## config.mk

```make
export PLATFORM = sky130hd
export DESIGN_NAME = cp0_exc_ctrl
export DESIGN_NICKNAME = d
export VERILOG_FILES = /design/src/rtl/cp0_pkg.sv /design/src/rtl/cp0_int_sync.sv /design/src/rtl/cp0_exc_ctrl.sv
export SDC_FILE = /design/constraint.sdc
export NUM_CORES = 1
export LEC_CHECK = 0
export ABC_AREA = 1
export BUFFER_PORTS_ARGS = -buffer_cell sky130_fd_sc_hd__buf_2
export CAP_MARGIN = 25
export CORE_ASPECT_RATIO = 2
export CORE_UTILIZATION = 53
export DETAILED_ROUTE_END_ITERATION = 8
export PLACE_DENSITY = 0.86
export SYNTH_ARGS = -nofsm -noshare
export SYNTH_HDL_FRONTEND = slang
export SYNTH_SLANG_ARGS = --single-unit
```

## constraint.sdc

```tcl
create_clock -name clk -period 3.6 [get_ports clk]
set_input_delay 0.36 -clock clk [delete_from_list [all_inputs] [get_ports clk]]
set_output_delay 0.36 -clock clk [all_outputs]
set_load 0.02 [all_outputs]
```

## src/rtl/cp0_pkg.sv

```systemverilog
// Shared CP0 definitions: register numbers, exception codes, Status/Cause bit
// positions and the exception FSM encoding.
package cp0_pkg;

    localparam logic [31:0] EXC_VECTOR = 32'h8000_0180;
    localparam int          NUM_HW_INT = 6;

    localparam logic [4:0] CP0_COUNT   = 5'd9;
    localparam logic [4:0] CP0_COMPARE = 5'd11;
    localparam logic [4:0] CP0_STATUS  = 5'd12;
    localparam logic [4:0] CP0_CAUSE   = 5'd13;
    localparam logic [4:0] CP0_EPC     = 5'd14;

    localparam logic [4:0] EXC_INT = 5'd0;
    localparam logic [4:0] EXC_OV  = 5'd12;

    localparam int ST_IE     = 0;
    localparam int ST_EXL    = 1;
    localparam int ST_IM_LO  = 10;
    localparam int ST_IM_HI  = 15;
    localparam int CA_EXC_LO = 2;
    localparam int CA_EXC_HI = 6;
    localparam int CA_IP_LO  = 10;
    localparam int CA_IP_HI  = 15;
    localparam int CA_BD     = 31;

    typedef enum logic {
        S_RUN  = 1'b0,
        S_TRAP = 1'b1
    } cp0_state_e;

endpackage

```

## src/rtl/cp0_int_sync.sv

```systemverilog
// Two-flop synchronizer for the external interrupt request lines.
module cp0_int_sync
    import cp0_pkg::*;
#(
    parameter int W = NUM_HW_INT
) (
    input  logic         clk,
    input  logic         rst,
    input  logic [W-1:0] async_in,
    output logic [W-1:0] sync_out
);

    logic [W-1:0] meta;

    always_ff @(posedge clk or posedge rst) begin
        if (rst) begin
            meta     <= '0;
            sync_out <= '0;
        end else begin
            meta     <= async_in;
            sync_out <= meta;
        end
    end

endmodule

```

## src/rtl/cp0_exc_ctrl.sv

```systemverilog
// CP0 exception/interrupt controller: Status/Cause/EPC, trap entry, eret and
// mtc0/mfc0. Define CP0_TIMER_EN to add the Count/Compare timer on IP[15].
//
// state  | meaning
// S_RUN  | normal execution; traps, eret and mtc0 are accepted
// S_TRAP | one-cycle flush/redirect; EX instruction is being killed
module cp0_exc_ctrl
    import cp0_pkg::*;
(
    input  logic                  clk,
    input  logic                  rst,
    input  logic                  ex_valid,
    input  logic                  ex_overflow,
    input  logic [31:0]           ex_pc,
    input  logic                  ex_in_delay_slot,
    input  logic [NUM_HW_INT-1:0] hw_int,
    input  logic                  mtc0_we,
    input  logic [4:0]            cp0_addr,
    input  logic [31:0]           cp0_wdata,
    output logic [31:0]           cp0_rdata,
    input  logic                  eret,
    output logic                  flush,
    output logic [31:0]           redirect_pc
);

    cp0_state_e state, state_nxt;

    logic [5:0]  status_im;
    logic        status_exl;
    logic        status_ie;
    logic        cause_bd;
    logic [4:0]  cause_exc;
    logic [31:0] epc;

    logic [NUM_HW_INT-1:0] ip_sync;
    logic [NUM_HW_INT-1:0] ip;

    logic ov_take, int_take, trap_take, eret_take, wr_en;

    cp0_int_sync #(.W(NUM_HW_INT)) u_sync (
        .clk      (clk),
        .rst      (rst),
        .async_in (hw_int),
        .sync_out (ip_sync)
    );

`ifdef CP0_TIMER_EN
    logic [31:0] count;
    logic [31:0] compare;
    logic        timer_pend;

    always_ff @(posedge clk or posedge rst) begin
        if (rst) begin
            count      <= '0;
            compare    <= '0;
            timer_pend <= 1'b0;
        end else begin
            count <= (wr_en && cp0_addr == CP0_COUNT) ? cp0_wdata : count + 32'd1;
            // A Compare write acknowledges the timer even if Count matches now.
            if (wr_en && cp0_addr == CP0_COMPARE) begin
                compare    <= cp0_wdata;
                timer_pend <= 1'b0;
            end else if (count == compare) begin
                timer_pend <= 1'b1;
            end
        end
    end

    assign ip = {ip_sync[5] | timer_pend, ip_sync[4:0]};
`else
    assign ip = ip_sync;
`endif

    assign ov_take  = ex_valid & ex_overflow;
    assign int_take = ex_valid & status_ie & ~status_exl & (|(ip & status_im));

    always_comb begin
        state_nxt = state;
        trap_take = 1'b0;
        eret_take = 1'b0;
        wr_en     = 1'b0;
        case (state)
            S_RUN: begin
                trap_take = ov_take | int_take;
                eret_take = eret & ~trap_take;
                wr_en     = mtc0_we & ~trap_take;
                if (trap_take || eret_take)
                    state_nxt = S_TRAP;
            end
            S_TRAP:  state_nxt = S_RUN;
            default: state_nxt = S_RUN;
        endcase
    end

    always_ff @(posedge clk or posedge rst) begin
        if (rst) state <= S_RUN;
        else     state <= state_nxt;
    end

    always_ff @(posedge clk or posedge rst) begin
        if (rst) begin
            status_im   <= '0;
            status_exl  <= 1'b0;
            status_ie   <= 1'b0;
            cause_bd    <= 1'b0;
            cause_exc   <= '0;
            epc         <= '0;
            flush       <= 1'b0;
            redirect_pc <= '0;
        end else begin
            flush <= trap_take | eret_take;
            if (trap_take)
                redirect_pc <= EXC_VECTOR;
            else if (eret_take)
                redirect_pc <= epc;

            if (wr_en) begin
                case (cp0_addr)
                    CP0_STATUS: begin
                        status_im  <= cp0_wdata[ST_IM_HI:ST_IM_LO];
                        status_exl <= cp0_wdata[ST_EXL];
                        status_ie  <= cp0_wdata[ST_IE];
                    end
                    CP0_CAUSE: begin
                        cause_bd  <= cp0_wdata[CA_BD];
                        cause_exc <= cp0_wdata[CA_EXC_HI:CA_EXC_LO];
                    end
                    CP0_EPC: epc <= cp0_wdata;
                    default: ;
                endcase
            end

            // eret's EXL clear takes precedence over a same-cycle Status write.
            if (trap_take) begin
                status_exl <= 1'b1;
                cause_bd   <= ex_in_delay_slot;
                epc        <= ex_in_delay_slot ? ex_pc - 32'd4 : ex_pc;
                cause_exc  <= ov_take ? EXC_OV : EXC_INT;
            end else if (eret_take) begin
                status_exl <= 1'b0;
            end
        end
    end

    always_comb begin
        cp0_rdata = '0;
        case (cp0_addr)
            CP0_STATUS: cp0_rdata = {16'b0, status_im, 8'b0, status_exl, status_ie};
            CP0_CAUSE:  cp0_rdata = {cause_bd, 15'b0, ip, 3'b0, cause_exc, 2'b0};
            CP0_EPC:    cp0_rdata = epc;
`ifdef CP0_TIMER_EN
            CP0_COUNT:   cp0_rdata = count;
            CP0_COMPARE: cp0_rdata = compare;
`endif
            default:    cp0_rdata = '0;
        endcase
    end

endmodule

```

=== Word-level counts from Yosys, hierarchy flattened ===
Cells that the tools add are included.

* Eq/ne operators: 3
* Bitwise gates (word level): 12
* Reductions and logical operators: 12
* $add $sub $neg: 1
* Mux-type cells: 23

{| class="wikitable"
|+ Operators by type and width
! cell !! number
|-
| $mux W32 || 6
|-
| $pmux W32 S3 || 1
|-
| $sub A32 B3 Y32 const B || 1
|-
| $eq A5 B4 Y1 const B || 3
|-
| $mux W5 || 3
|-
| $mux W1 || 11
|-
| $reduce_and A2 Y1 || 4
|-
| $reduce_bool A2 Y1 || 4
|-
| $and A1 B1 Y1 || 6
|-
| $and A6 B6 Y6 || 1
|-
| $reduce_bool A3 Y1 || 2
|-
| $reduce_or A6 Y1 || 1
|-
| $mux W4 || 1
|-
| $not A1 Y1 || 3
|-
| $or A1 B1 Y1 || 2
|-
| $pmux W1 S2 || 1
|-
| $logic_or A1 B1 Y1 || 1
|}

* Input bits: 82
* Register bits after elaboration: 92
* Output and inout port bits: 65
* Logic and storage cells: 62

=== Longest topological paths before layout ===
Gate-level depths: netlist of run 1.

* Depth in word-level cells: 10
* Gate-level depth with buffers: 12
* Mapped depth without buffers: 12

=== Hierarchy ===
From an unflattened synthesis of run 1, not the netlist that was laid out.

* Cell total of the unflattened synthesis: 700
* Area total of the unflattened synthesis: 5099.9 µm²

{| class="wikitable"
|+ Modules (own cells, without submodules)
! module !! instances !! area an instance (µm²) !! seq. area each (µm²) !! cells an instance
|-
| cp0_exc_ctrl || 1 || 4795.8 || 2001.9 || 687
|-
| cp0_int_sync || 1 || 304.0 || 300.3 || 13
|}

=== Worst setup path after synthesis of run 1 ===
OpenSTA, ideal clock, no wires.

* Kind: input port to output port
* From: in cp0_addr[0]
* To: out cp0_rdata[1]
* Buffers on the path: 2
* Path slack: 1.754 ns
* Data arrival time: 1.486 ns
* Cell stages on the path: 7
* Path through: buf_6 > clkinv_2 > nand3_2 > nor2_4 > inv_1 > clkbuf_1 > o21ai_0

* Cells in the longest elaborated chain, start to end: 2
* Elaborated cells on any way between the ends: 4
* Classes of those cells: eq/ne (3); mux (1)

{| class="wikitable"
|+ Ends and longest elaborated chain
! what !! RTL line !! text
|-
| start, declared || cp0_exc_ctrl.sv:18 || <nowiki>input logic [4:0] cp0_addr,</nowiki>
|-
| $eq A5 B4 Y1 || cp0_exc_ctrl.sv:147 || <nowiki>case (cp0_addr)</nowiki>
|-
| $pmux W32 S3 * || cp0_exc_ctrl.sv:147 ||
|-
| end, declared || cp0_exc_ctrl.sv:20 || <nowiki>output logic [31:0] cp0_rdata,</nowiki>
|}

Every way passes the cells marked *; elsewhere a longest branch is shown, timed or not.

=== Worst setup path after layout of run 1 ===
* From: in cp0_addr[4]
* To: out cp0_rdata[11]

Same word-level chain as after synthesis.

==> key figures, run 1 <==
Hold path
  – Worst-case hold path end point: u_sync.meta[0]
  – Hold Path Stages: 1
  – Min-delay worst type: in -> reg
  – HP Start: hw_int[0]

Worst setup path
  – Flop2flop setup slack: 1.55 ns
  – Startpoint Class: input port
  – CP max stage cell: buf_4
  – WP data required: 3.24 ns
  – Critical Path, Cell by Cell: buf_2 > inv_2 > nand3_2 > nor2_4 > inv_1 > buf_4 > o221ai_1 > buf_2
  – R2R Path Start: u_sync.sync_out[0]
  – CP peak stage delay: 0.29 ns
  – WP data arrival: 1.87 ns
  – Crit path top cell by count: buf_2
  – R2r endpoint: redirect_pc[24]
  – Reg2Reg Depth: 9
  – CP Capture Type: output port
  – Critical path peak fanout: 21
  – Crit path max-delay family: buffers and inverters
  – Crit path buf inv count: 5
  – Crit Path Class: in -> out

Yosys
  – Share of the synthesized area in the top cell type: 0.430
  – Register area share after synthesis: 0.430
  – Post-synthesis cell area: 5360 sq um
  – Cells after Synth: 697
  – Number of flops mapped to enable cells by yosys: 0
  – Ys flop type: dfrtp_1
  – Synth Register Bits: 92
  – Library cells used by synthesis: 38
  – Most area-consuming cells after synthesis: dfrtp_1, nand2_1, inv_1
  – Post-synth top area cell: dfrtp_1
  – Syn avg cell area: 7.69 sq um
  – Ys async rst share: 1.00
  – Count of warnings emitted by yosys: 0
  – Post-Syn Nets: 780

Route
  – Routed wire length: 14700 um
  – WL/cell: 15.1 um
  – Iteration-0 DRC Markers: 301
  – DR pass1 iterations: 5
  – Vias/cell: 5.19
  – Post-route antenna net violation count: 0
  – Detailed-route via count: 5042
  – DRC: 0

STA
  – Setup TNS: 0 ns
  – Fmax: 448 MHz
  – RSZ-0062 raised after global routing: false
  – Final Critical Period: 2.23 ns
  – Clk_skew: 0.00865 ns
  – Actual slew at the worst max-slew pin: 0.840 ns
  – Final setup margin: 1.37 ns
  – Hold Fails Final Rpt: 0
  – Final-report setup violation count: 0
  – Max_slew headroom: 0.440
  – Final Slew Violations: 0
  – Crit share post-route: 0.619

Clock network
  – Bufs on Longest Clock Path: 2
  – Post-CTS Setup Inserts: 0
  – Later-pin clock latency in the skew report: 0.34 ns
  – TritonCTS clock tree: built
  – CTS root buf: clkbuf_16
  – CTS sink cnt: 92
  – Cts repair resizes: 0
  – CTS buffer count: 9
  – H-tree depth: 3
  – Reg clk slew, reported paths: 0.06 ns
  – CTS Hold Bufs: 0

Power
  – P_leak: 0.00335 uW
  – Maximum VDD drop: 335 uV
  – Tot Pwr: 3990 uW
  – PwrDens: 628 nW/um^2

Floorplanning
  – Die height: 144 um
  – Core Rows: 51
  – IO Count: 147
  – Core ar.: 9760 sq um
  – Die Footprint: 10500 sq um
  – Die width: 73.1 um
  – Starting Density: 0.549

Placement
  – Placed cells: 955
  – PortBufs: 146
  – RePlAce Congestion: 0.997
  – Place WS: 1.40 ns
  – Post-detail-place hpwl: 11500 um

Job
  – Maxcap violations: 0

Final layout
  – Fin cells: 972
  – Seq. cell area: 2300 sq um
  – Share of cells above drive strength 1: 0.275
  – Layout area overhead: 18.7%
  – Final core occ: 0.652
  – Nets: 917
  – FILL cells: 888
  – Area of the multi-input gates: 2470 sq um

Global routing
  – Initial antenna violation count: 0
  – GRT Residual Overflow: 0
  – First-pass GRT wire length: 22800 um
  – Vias in the first global route: 4864
  – Aggregate global-route resource usage: 0.292
  – Pin count of the biggest net entering global routing: 51

Status
  – Status: finished clean
-- flip-flops by register name (all words and copies together), names as in the netlist --
signal	count
status_ie	1
state	1
u_sync.sync_out	6
status_exl	1
status_im	6
cause_bd	1
cause_exc	5
redirect_pc	32
flush	1
epc	32
u_sync.meta	6
-- per-layer routing --
| layer | GRT usage | share of wire | wire, um | up-vias |
|---|---|---|---|---|
| li1 | - | - | - | 2495 |
| met2 | 0.518 | 0.53 | 7820 | 163 |
| met1 | 0.316 | 0.37 | 5510 | 2324 |
| met3 | 0.0265 | 0.032 | 477 | 60 |
| met4 | 0.209 | 0.061 | 904 | 0 |
| met5 | 0 | 0 | 0 | - |
-- per-stage QoR --
stage | area (sq um) | hold WS [ns]
after floorplan | 5360 | 0.331
after global placement | 6070 | 0.360
after detailed placement | 6070 | 0.339
after CTS | 6360 | 0.118
after global routing | 6360 | 0.125
final | 6360 | 0.125
-- cells by family (layout without fill, tap and decap cells) --
| group | after synthesis | in the layout | synth area share |
|---|---|---|---|
| adder cells (fa/ha/maj) | 1 | 1 | 0.00233 |
| buffers and inverters | 123 | 265 | 0.110 |
| flip-flops | 92 | 92 | 0.430 |
| AND/OR/NAND/NOR | 367 | 367 | 0.326 |
| XOR/XNOR | 8 | 8 | 0.0131 |
| other | 0 | 1 | 0 |
| AO/OA/AOI/OAI | 106 | 106 | 0.120 |
-- power by group --
part	total, uW	leakage, uW	switching, uW	internal [uW]
Combinational	1480	0.00208	1030	452
Clock	898	0.000138	375	523
Sequential	1610	0.00113	199	1420
Total	3990	0.00335	1600	2390
-- how the worst max path moves through the flow --
stage,cells after the start,end,slack [ns],startpoint
2_1_floorplan,1,cause_bd,0.85,rst
3_3_place_gp,8,cp0_rdata[15],1.46,cp0_addr[4]
3_5_place_dp,8,cp0_rdata[11],1.40,cp0_addr[4]
4_1_cts,8,cp0_rdata[11],1.39,cp0_addr[4]
5_1_grt,8,cp0_rdata[11],1.30,cp0_addr[4]
6_report,8,cp0_rdata[11],1.37,cp0_addr[4]
-- final cells by class --
cell class              count  share of cell area
diodes                      1            0.000393
clock buffers              13              0.0425
clock inverters             3             0.00315
inverters                 100              0.0596
multi-input cells         482               0.388
flip-flops and latches     92               0.362
well taps                 132              0.0260
repair buffers            149               0.118
-- synthesized netlist by cell type (6+ instances only) --
| cell | number |
|---|---|
| nand3_1 | 51 |
| inv_2 | 6 |
| nor2_1 | 86 |
| a21oi_2 | 6 |
| xor2_1 | 8 |
| o22ai_1 | 6 |
| o21ai_2 | 10 |
| buf_6 | 12 |
| nand4_1 | 13 |
| nand2_1 | 174 |
| nor2_4 | 11 |
| nand2_2 | 7 |
| o21ai_1 | 27 |
| o221ai_1 | 6 |
| dfrtp_1 | 92 |
| inv_1 | 92 |
| nand3_2 | 9 |
| o21ai_0 | 45 |
-- cell usage in the layout, fill, tap and decap left out, types with 2 or more instances in the layout --
master and n:
o22ai_1 6, inv_1 91, nor2_4 11, nand2_2 7
nor2_2 5, o21ai_1 27, inv_2 6, nand2_1 174
o21ai_2 10, clkbuf_16 9, nand2_4 4, dfrtp_1 92
clkinv_2 4, buf_2 146, o21ai_0 45, o221ai_1 6
buf_4 3, xor2_1 8, nor2_1 86, clkbuf_8 3
clkinvlp_4 2, nand4_1 13, a21oi_2 6, nand3_2 9
nand3_1 51, o211ai_1 2
Power figures use the tool's default switching activity.
==> run 2: changes to the inputs <==
- ABC_AREA: 1 -> 0
- CORE_UTILIZATION: 53 -> 46
- PLACE_DENSITY: 0.86 -> 0.81
- clock period: 3.6 -> 2 ns (I/O delays scaled with it)
==> run 2 against run 1 <==
  * Sequential share of layout area rose by 2.2 points
  * Utilization down 3.8 points
  * Combinational power decreased by 24%
  * Cell area shrank 5.8%
  * Clock-buffer cell count fell by 4
  * Clock power grew 88%
  * Via count down 19%
  * First-iteration DRC count is 4.7% higher
  * Global-route usage is 3.8 points lower
  * Register-to-register slack worse by 1.4 ns
  * Sequential cell count unchanged
  * Die area is 0.52% lower
  * Largest cell class is now flip-flops and latches
==> key figures, run 2 <==
Global routing
  – Initial antenna violation count: 1
  – Pin count of the biggest net entering global routing: 50
  – Aggregate global-route resource usage: 0.254
  – GRT Residual Overflow: 0
  – Vias in the first global route: 3882
  – First-pass GRT wire length: 19900 um

Yosys
  – Ys async rst share: 1.00
  – Post-synth top area cell: dfrtp_1
  – Syn avg cell area: 10.5 sq um
  – Post-synthesis cell area: 4630 sq um
  – Synth Register Bits: 92
  – Most instantiated library cell after synthesis: dfrtp_1
  – Ys flop type: dfrtp_1
  – Register area share after synthesis: 0.498
  – Library cells used by synthesis: 54
  – Post-Syn Nets: 522
  – Most common library cells after synthesis: dfrtp_1, nand2_1, a22o_1, nand3_1, xnor2_1
  – Count of warnings emitted by yosys: 0
  – Cells after Synth: 439
  – Most area-consuming cells after synthesis: dfrtp_1, a22o_1, xnor2_1
  – Number of flops mapped to enable cells by yosys: 0
  – Share of the synthesized area in the top cell type: 0.498

STA
  – Hold Fails Final Rpt: 0
  – Clk_skew: 0.00740 ns
  – Final Slew Violations: 0
  – Actual slew at the worst max-slew pin: 0.565 ns
  – Final setup margin: 0.194 ns
  – Fmax: 554 MHz
  – Final-report setup violation count: 0
  – Crit share post-route: 0.903
  – Setup TNS: 0 ns
  – Max_slew headroom: 0.620
  – Hold WS: 0.0786 ns
  – RSZ-0062 raised after global routing: false
  – Final Critical Period: 1.81 ns

Floorplanning
  – Core ar.: 9760 sq um
  – Die Footprint: 10500 sq um
  – Die height: 144 um
  – Die width: 72.9 um
  – Core Rows: 51
  – IO Count: 147
  – Starting Density: 0.474

Final layout
  – Share of cells above drive strength 1: 0.351
  – Nets: 674
  – Layout area overhead: 29.5%
  – Most common cell after layout, fill and taps aside: buf_2
  – Fin area: 5990 sq um
  – Most frequent cells in the layout: buf_2, dfrtp_1, nand2_1, a22o_1, nand3_1
  – Top flop regs: epc (32), redirect_pc (32)

Clock network
  – Bufs on Longest Clock Path: 2
  – Later-pin clock latency in the skew report: 0.34 ns
  – Reg clk slew, reported paths: 0.06 ns
  – H-tree depth: 3
  – TritonCTS clock tree: built
  – CTS root buf: clkbuf_16
  – Cts repair resizes: 0
  – CTS sink cnt: 92
  – CTS buffer count: 9

Worst setup path
  – WP data arrival: 2.03 ns
  – Startpoint Class: register
  – CP Capture Type: register
  – Crit Path Class: reg -> reg
  – CP peak stage delay: 0.41 ns
  – Reg2Reg Depth: 6
  – Critical path peak fanout: 31
  – Critical Path, Cell by Cell: nand3b_1 > a31o_2 > a21o_1 > and2_1 > buf_12 > a22o_1
  – WP data required: 2.23 ns
  – CP max stage cell: dfrtp_1

Placement
  – PortBufs: 146
  – RePlAce Congestion: 0.890
  – DP Area: 5620 sq um
  – Place WS: 0.107 ns
  – Post-detail-place hpwl: 9680 um

Power
  – PwrDens: 877 nW/um^2
  – Maximum VDD drop: 723 uV
  – P_leak: 0.00286 uW

Status
  – Status: finished clean

Route
  – Post-route antenna net violation count: 0
  – Detailed-route via count: 4093
  – DR pass1 iterations: 5
  – Routed wire length: 12700 um
  – Vias/cell: 5.61
  – WL/cell: 17.4 um
  – Iteration-0 DRC Markers: 315
  – DRC: 0

Hold path
  – Min-delay worst type: in -> reg
  – Hold Path Stages: 3

Job
  – Maxcap violations: 0
## run 2: path summary, 6_finish.rpt
| kind | startpoint | endpoint | slack, ns |
|---|---|---|---|
| worst max-delay path | status_exl | redirect_pc[13] | 0.19 |
| worst min-delay path | cp0_wdata[8] | epc[8] | 0.08 |
| worst max register to register | status_exl | redirect_pc[13] | 0.19 |
| worst min register to register | u_sync.meta[5] | u_sync.sync_out[5] | 0.35 |
| max in group asynchronous | rst | epc[26] | 1.06 |
| min in group asynchronous | rst | redirect_pc[12] | 0.39 |
## run 2: cell families (layout without fill, tap and decap cells)
| kind of cell | after synthesis | after routing | share of synthesized area |
|---|---|---|---|
| buffers and inverters | 35 | 192 | 0.0322 |
| AOI/OAI and AO/OA | 79 | 79 | 0.139 |
| and+or+nand+nor | 184 | 184 | 0.230 |
| muxes | 20 | 20 | 0.0452 |
| other | 0 | 1 | 0 |
| xor gates and xnor gates | 28 | 28 | 0.0530 |
| adders and majority gates | 1 | 1 | 0.00270 |
| DFF | 92 | 92 | 0.498 |
## run 2: worst max-delay path: cells and delay by family (launching register included)
kind / cells / cell delay (ns)
AOI/OAI and AO/OA: 3 / 0.75
buffers and inverters: 1 / 0.17
and+or+nand+nor: 2 / 0.36
DFF: 1 / 0.41
## run 2: report_power, final
group	switching (uW)	internal [uW]
clock network	716	974
registers	247	2200
logic	628	493
## run 2: through the flow
step	utilization	total power [uW]	std cells
floorplan	-	3100	439
global placement	0.575	3540	705
detailed placement	0.575	3580	705
CTS	0.613	5280	728
global route	0.613	5500	729
finish	0.613	5250	729
## run 2: area by class of cell
| type | instances | area (sq um) |
|---|---|---|
| Inverter | 6 | 26.3 |
| Antenna cell | 1 | 2.50 |
| Sequential cell | 92 | 2300 |
| Fill cell | 815 | 3770 |
| Multi-Input combinational cell | 312 | 2180 |
| Clock inverter | 7 | 73.8 |
| Clock buffer | 9 | 225 |
| Timing Repair Buffer | 170 | 1020 |
| Tap cell | 132 | 165 |
## run 2: what timing repair did
item                      in CTS  in global routing
hold buffers                   7                  0
hold endpoints to repair      18                  0
buffers inserted               0                  0
## run 2: routing by layer
layer / routed length [um] / up-vias / GRT usage
met5: 0 / - / 0
met4: 493 / 0 / 0.126
met3: 598 / 31 / 0.0393
met2: 6630 / 165 / 0.431
met1: 4960 / 1992 / 0.308
li1: - / 1905 / -
